`config.mk`:
```
export PLATFORM = sky130hd
export DESIGN_NAME = reorder_buffer
export DESIGN_NICKNAME = d
export VERILOG_FILES = /design/src/rtl/reorder_buffer.sv
export SDC_FILE = /design/constraint.sdc
export NUM_CORES = 2
export LEC_CHECK = 0
export CAP_MARGIN = 10
export CORE_ASPECT_RATIO = 0.5
export CORE_MARGIN = 5
export CORE_UTILIZATION = 40
export CTS_BUF_LIST = sky130_fd_sc_hd__clkbuf_8
export CTS_CLUSTER_DIAMETER = 120
export CTS_CLUSTER_SIZE = 20
export DETAILED_ROUTE_END_ITERATION = 8
export RECOVER_POWER = 100
export REMOVE_ABC_BUFFERS = 1
export SYNTH_ARGS = -nofsm -noshare
export SYNTH_HDL_FRONTEND = slang
export SYNTH_SLANG_ARGS = --single-unit
```
`constraint.sdc`:
```
create_clock -name clk -period 11.1 [get_ports clk]
set_input_delay 2.22 -clock clk [delete_from_list [all_inputs] [get_ports clk]]
set_output_delay 2.22 -clock clk [all_outputs]
set_load 0.03 [all_outputs]
```
`src/rtl/reorder_buffer.sv`:
```
// ---------------------------------------------------------------------------
// reorder_buffer
//   Circular in-order reorder buffer sitting between dispatch, the CDB and the
//   architectural register file. Dispatch allocates ROB ids in program order,
//   the CDB marks entries complete, and up to COMMIT_WIDTH completed entries
//   retire per cycle from the head. Committing a mispredicted branch raises a
//   one-cycle branch_mispredict pulse and empties the buffer.
//
//   Optional feature macro: ROB_CDB_BYPASS_EN
//     defined   - a same-cycle CDB write to an entry counts as done for
//                 commit; data/mispredict come from the CDB port (0-cycle).
//     undefined - commit sees only registered done bits (1-cycle latency).
//
// Ports
//   clk, rst             clock, synchronous active-high reset
//   alloc_valid/rd_addr  per-lane allocation request (contiguous from lane 0)
//   alloc_ready          at least DISPATCH_WIDTH entries free (registered count)
//   alloc_ptr            ROB id given to lane 0; lane i gets alloc_ptr+i
//   cdb_*                completion ports: id, result, mispredict flag
//   wb_*                 per-lane commit writeback (ready, rd, data, id)
//   branch_mispredict    flush pulse on commit of a mispredicted entry
//   occupancy            number of valid entries
// ---------------------------------------------------------------------------
module reorder_buffer #(
  parameter int DEPTH_BITS     = 4,
  parameter int DISPATCH_WIDTH = 2,
  parameter int COMMIT_WIDTH   = 2,
  parameter int CDB_PORTS      = 2
) (
  input  logic                                     clk,
  input  logic                                     rst,
  input  logic [DISPATCH_WIDTH-1:0]                alloc_valid,
  input  logic [DISPATCH_WIDTH-1:0][4:0]           alloc_rd_addr,
  output logic                                     alloc_ready,
  output logic [DEPTH_BITS-1:0]                    alloc_ptr,
  input  logic [CDB_PORTS-1:0]                     cdb_valid,
  input  logic [CDB_PORTS-1:0][DEPTH_BITS-1:0]     cdb_rob_id,
  input  logic [CDB_PORTS-1:0][31:0]               cdb_data,
  input  logic [CDB_PORTS-1:0]                     cdb_mispredict,
  output logic [COMMIT_WIDTH-1:0]                  wb_ready,
  output logic [COMMIT_WIDTH-1:0][4:0]             wb_rd_addr,
  output logic [COMMIT_WIDTH-1:0][31:0]            wb_rd_data,
  output logic [COMMIT_WIDTH-1:0][DEPTH_BITS-1:0]  wb_rob_id,
  output logic                                     branch_mispredict,
  output logic [DEPTH_BITS:0]                      occupancy
);

  localparam int DEPTH  = 1 << DEPTH_BITS;
  localparam int CW     = DEPTH_BITS + 1;
  localparam int DATA_W = 32;

  // Entry storage: valid/done are control and get reset; payload does not.
  logic              valid_q [DEPTH];
  logic              valid_d [DEPTH];
  logic              done_q  [DEPTH];
  logic              done_d  [DEPTH];
  logic              misp_q  [DEPTH];
  logic              misp_d  [DEPTH];
  logic [4:0]        rd_q    [DEPTH];
  logic [4:0]        rd_d    [DEPTH];
  logic [DATA_W-1:0] data_q  [DEPTH];
  logic [DATA_W-1:0] data_d  [DEPTH];

  logic [DEPTH_BITS-1:0] head_q, head_d;
  logic [DEPTH_BITS-1:0] tail_q, tail_d;
  logic [CW-1:0]         count_q, count_d;

  logic                  flush;
  logic [DEPTH_BITS-1:0] flush_ptr;
  logic [CW-1:0]         n_commit;
  logic [CW-1:0]         n_alloc;
  logic                  space_ok;

  // Free-space test uses the registered count only; commits in the same
  // cycle are deliberately not credited.
  assign space_ok = (int'(count_q) <= (DEPTH - DISPATCH_WIDTH));

  assign alloc_ready       = rst | space_ok;
  assign alloc_ptr         = rst ? '0 : tail_q;
  assign occupancy         = rst ? '0 : count_q;
  assign branch_mispredict = flush;

  // Commit selection: consecutive valid+done entries from head; a committing
  // mispredicted entry ends the run and requests a flush.
  always_comb begin
    logic                  run;
    logic [DEPTH_BITS-1:0] idx;
    logic                  done_eff;
    logic                  misp_eff;
    logic [DATA_W-1:0]     data_eff;
    wb_ready   = '0;
    wb_rd_addr = '0;
    wb_rd_data = '0;
    wb_rob_id  = '0;
    flush      = 1'b0;
    flush_ptr  = head_q;
    n_commit   = '0;
    run        = ~rst;
    for (int k = 0; k < COMMIT_WIDTH; k++) begin
      idx      = head_q + DEPTH_BITS'(k);
      done_eff = done_q[idx];
      misp_eff = misp_q[idx];
      data_eff = data_q[idx];
`ifdef ROB_CDB_BYPASS_EN
      // Later ports override earlier ones, matching the register write.
      for (int p = 0; p < CDB_PORTS; p++) begin
        if (cdb_valid[p] && (cdb_rob_id[p] == idx)) begin
          done_eff = 1'b1;
          misp_eff = cdb_mispredict[p];
          data_eff = cdb_data[p];
        end
      end
`endif
      wb_rob_id[k]  = idx;
      wb_rd_addr[k] = rd_q[idx];
      wb_rd_data[k] = data_eff;
      if (run && valid_q[idx] && done_eff) begin
        wb_ready[k] = 1'b1;
        n_commit    = n_commit + CW'(1);
        if (misp_eff) begin
          flush     = 1'b1;
          flush_ptr = idx + DEPTH_BITS'(1);
          run       = 1'b0;
        end
      end else begin
        run = 1'b0;
      end
    end
  end

  // Next state: CDB capture, commit release, allocation, then flush override.
  always_comb begin
    logic                  run_a;
    logic [DEPTH_BITS-1:0] aidx;
    valid_d = valid_q;
    done_d  = done_q;
    misp_d  = misp_q;
    rd_d    = rd_q;
    data_d  = data_q;
    n_alloc = '0;
    run_a   = space_ok & ~flush;

    for (int p = 0; p < CDB_PORTS; p++) begin
      if (cdb_valid[p] && valid_q[cdb_rob_id[p]]) begin
        done_d[cdb_rob_id[p]] = 1'b1;
        misp_d[cdb_rob_id[p]] = cdb_mispredict[p];
        data_d[cdb_rob_id[p]] = cdb_data[p];
      end
    end

    for (int k = 0; k < COMMIT_WIDTH; k++) begin
      if (wb_ready[k]) begin
        valid_d[wb_rob_id[k]] = 1'b0;
      end
    end

    for (int i = 0; i < DISPATCH_WIDTH; i++) begin
      aidx = tail_q + DEPTH_BITS'(i);
      if (run_a && alloc_valid[i]) begin
        valid_d[aidx] = 1'b1;
        done_d[aidx]  = 1'b0;
        misp_d[aidx]  = 1'b0;
        rd_d[aidx]    = alloc_rd_addr[i];
        n_alloc       = n_alloc + CW'(1);
      end else begin
        run_a = 1'b0;
      end
    end

    head_d  = head_q + n_commit[DEPTH_BITS-1:0];
    tail_d  = tail_q + n_alloc[DEPTH_BITS-1:0];
    count_d = count_q + n_alloc - n_commit;

    if (flush) begin
      for (int e = 0; e < DEPTH; e++) begin
        valid_d[e] = 1'b0;
      end
      head_d  = flush_ptr;
      tail_d  = flush_ptr;
      count_d = '0;
    end
  end

  // State registers
  always_ff @(posedge clk) begin
    if (rst) begin
      head_q  <= '0;
      tail_q  <= '0;
      count_q <= '0;
      for (int e = 0; e < DEPTH; e++) begin
        valid_q[e] <= 1'b0;
        done_q[e]  <= 1'b0;
      end
    end else begin
      head_q  <= head_d;
      tail_q  <= tail_d;
      count_q <= count_d;
      valid_q <= valid_d;
      done_q  <= done_d;
    end
  end

  // Payload registers
  always_ff @(posedge clk) begin
    misp_q <= misp_d;
    rd_q   <= rd_d;
    data_q <= data_d;
  end

endmodule

```
==> flow_summary.json <==
{
  "path_max_fanout": 70,
  "synth_common_cells": "674 x mux2i_1, 653 x dfxtp_1, 366 x o21ai_0",
  "tightest_slew_ns": 5.62,
  "cp.buffers_inverters": 3,
  "syn_inst": 3964,
  "max_stage_delay_ns": 3.06,
  "synth_area_leader_cell": "dfxtp_1",
  "viasPerCell": 6.38,
  "start_util": 0.403,
  "tns_ns": 0,
  "path_delay_family": "buffers and inverters",
  "final_util": 0.432,
  "cts_resized": 0,
  "synth_mux_area_frac": 0.324,
  "drc_errors": 0,
  "grt_pass1_vias": 30800,
  "synthArstFlopShare": 0,
  "synth_compound_area_frac": 0.167,
  "synth_top_area_frac": 0.349,
  "fmax_ghz": 0.101,
  "wirelength_um": 140000,
  "cts.path.max_buffers": 3,
  "crit_type": "reg2out",
  "clkLatencyLatePin_ns": 0.73,
  "fin_crit_ns": 9.91,
  "wl_per_cell_um": 27.6,
  "yosys.area_share.simple": 0.101,
  "grt_use_total": 0.267,
  "yosys.cell_count.top_type": "mux2i_1",
  "r2r_slack_ns": 3.20,
  "critPathMostFrequentCell": "mux4_2",
  "start_kind": "flip-flop",
  "htree_levels": 2,
  "ant_nets": 0,
  "hp-class": "reg2reg",
  "num-fill-cells": 9051,
  "synth_area_leaders": "dfxtp_1 35%, mux2i_1 18%, mux4_2 13%",
  "slowest_stage": "clkbuf_1",
  "avgSynthCellArea_um2": 9.45,
  "first_pass_iters": 8,
  "hold_buffers": 0,
  "synth-main-ff-cell": "dfxtp_1",
  "vias": 32300,
  "yosysUniqueCellTypes": 75,
  "fp-row-count": 79,
  "cts_buffers": 38,
  "fp.coreArea_mm2": 0.0929,
  "synth_top_family_by_area": "multiplexers",
  "ys_warn_count": 0,
  "fin_crit_sh": 0.893,
  "synth-seq-cells": 653,
  "post_cts_buffers": 0,
  "drtIter0Drc": 3927,
  "cp_cell_sequence": "buf_4 > clkbuf_1 > mux4_2 > mux4_2 > dlygate4sd3_1",
  "hold_violations": 0,
  "skew_ns": 0.0444,
  "grt_pass1_wl_um": 205000,
  "finalInstanceArea_mm2": 0.0402,
  "numPortBuffers": 184,
  "yosys.area_share.adder": 0.00715,
  "synth_xor_area_frac": 0.00257,
  "stdcell_count": 5064,
  "post-dp-hpwl_um": 76900,
  "slew-limit-headroom": -2.75,
  "cp_num_cells": 5,
  "drive_gt1_frac": 0.108,
  "cp.required_ns": 8.88,
  "place_congestion": 0.894,
  "die_h_um": 226,
  "die-width_um": 443,
  "cap_violations": 32,
  "placedCellCount": 5010,
  "synth_edf_count": 0,
  "r2r.worst_path.cells": 16,
  "cts_root_buf": "clkbuf_8",
  "min_path_cells": 1,
  "power_density_mw_per_mm2": 165,
  "drv_slew": 1235,
  "grt_overflow": 0,
  "placed_area_mm2": 0.0398,
  "cts.sinks": 653,
  "outcome": "finished, violations left",
  "setup_violations": 0,
  "path_clk_slew_ns": 0.13,
  "leakage_nw": 14.4,
  "ys_seq_area_frac": 0.349,
  "cts_tree": "built",
  "antenna_found_initial": 13,
  "nNetsFinal": 3904,
  "end_kind": "primary output",
  "die_area_mm2": 0.100,
  "pin_count": 185,
  "grt_max_degree": 130,
  "rsz0062_at_grt": "no",
  "peakVddDrop_mv": 0.0930,
  "worstPathArrival_ns": 7.69,
  "violations": "max-capacitance violations, max-slew violations",
  "syn_to_final_growth_pct": 7.16,
  "synthesis.area_mm2": 0.0375
}
[power by group]
group | internal (mW) | switching (mW) | total, mW
Sequential | 2.70 | 0.315 | 3.02
Combinational | 1.12 | 1.36 | 2.48
Clock | 0.326 | 0.806 | 1.13
Total | 4.15 | 2.48 | 6.63
[placed cells by master (no fill, tap or decap), types with 10 or more instances in the layout]
| master | n |
|---|---|
| ha_1 | 14 |
| a211oi_1 | 17 |
| or3_1 | 33 |
| mux4_2 | 210 |
| nor2b_1 | 15 |
| o31ai_1 | 35 |
| mux2i_1 | 674 |
| a31oi_1 | 11 |
| nand3_1 | 25 |
| dlygate4sd3_1 | 81 |
| a221oi_1 | 151 |
| nand2_1 | 312 |
| diode_2 | 10 |
| nor3_2 | 10 |
| clkdlybuf4s50_1 | 103 |
| a2bb2oi_1 | 40 |
| o21ai_0 | 368 |
| clkbuf_1 | 12 |
| clkbuf_8 | 39 |
| nor3_1 | 18 |
| mux2_2 | 60 |
| nor2_1 | 347 |
| buf_4 | 33 |
| a21oi_1 | 344 |
| dfxtp_1 | 649 |
| inv_1 | 28 |
[state kept, by name, indices dropped and copies added, names as in the netlist]
| register | count |
|---|---|
| count_q | 5 |
| data_q | 512 |
| done_q | 16 |
| head_q | 4 |
| misp_q | 16 |
| rd_q | 80 |
| tail_q | 4 |
| valid_q | 16 |
[area by class of cell]
type,instances,area (um^2),area share
Clock buffer,39,537,0.0134
Multi-Input combinational cell,2840,22600,0.563
Timing Repair Buffer,231,2160,0.0538
Inverter,31,125,0.00312
Clock inverter,5,35.0,0.000873
Antenna cell,10,25.0,0.000623
Sequential cell,653,13100,0.326
Tap cell,1255,1570,0.0391
[per-stage QoR]
stage | hold WS (ns) | total power [mW] | setup WS, ns
2_1_floorplan | 0.476 | 4.69 | -6.31
3_3_place_gp | 0.494 | 5.55 | 2.77
3_5_place_dp | 0.499 | 5.60 | 2.74
4_1_cts | 0.517 | 6.70 | 2.23
5_1_grt | 0.530 | 6.95 | 1.03
6_report | 0.516 | 6.63 | 1.19
[metal layers]
layer  global-route usage  routed length (um)  share of wire  up-vias
met5                    0                   7       0.000050        -
met4                0.101                5280          0.038        2
met3               0.0536               14500           0.10      318
met2                0.424               62700           0.45     1857
met1                0.362               57100           0.41    15900
li1                     -                   -              -    14300
[worst reg2reg max path, cell delays in order (launching register included)]
cell and delay [ns]:
dfxtp_4 0.70, clkbuf_1 1.54, nand2_1 0.67, o32ai_4 1.09, a222oi_1 0.33, a211o_1 0.51
o21ai_4 0.76, nor2_1 0.18, and2_0 0.21, ha_1 0.36, xor2_1 0.18, ha_1 0.22
fa_1 0.47, a21o_1 0.20, a21oi_1 0.16, xor2_1 0.17, nor2_1 0.06
[logic make-up (layout without fill, tap and decap cells)]
kind of cell,count (synthesis),after routing
AO/OA/AOI/OAI,1022,1022
multiplexers,944,944
AND/OR/NAND/NOR,844,844
flip-flops,653,653
buffers and inverters,471,306
adder cells (fa/ha/maj),19,19
XOR/XNOR,11,11
other,0,10
[path summary, 6_finish.rpt]
check	endpoint	start
worst max-delay path	wb_rd_data[31]	head_q[1]
worst min register to register	rd_q[21]	rd_q[21]
worst min-delay path	rd_q[21]	rd_q[21]
worst max register to register	count_q[4]	head_q[3]
(Power assumes the default switching activity.)
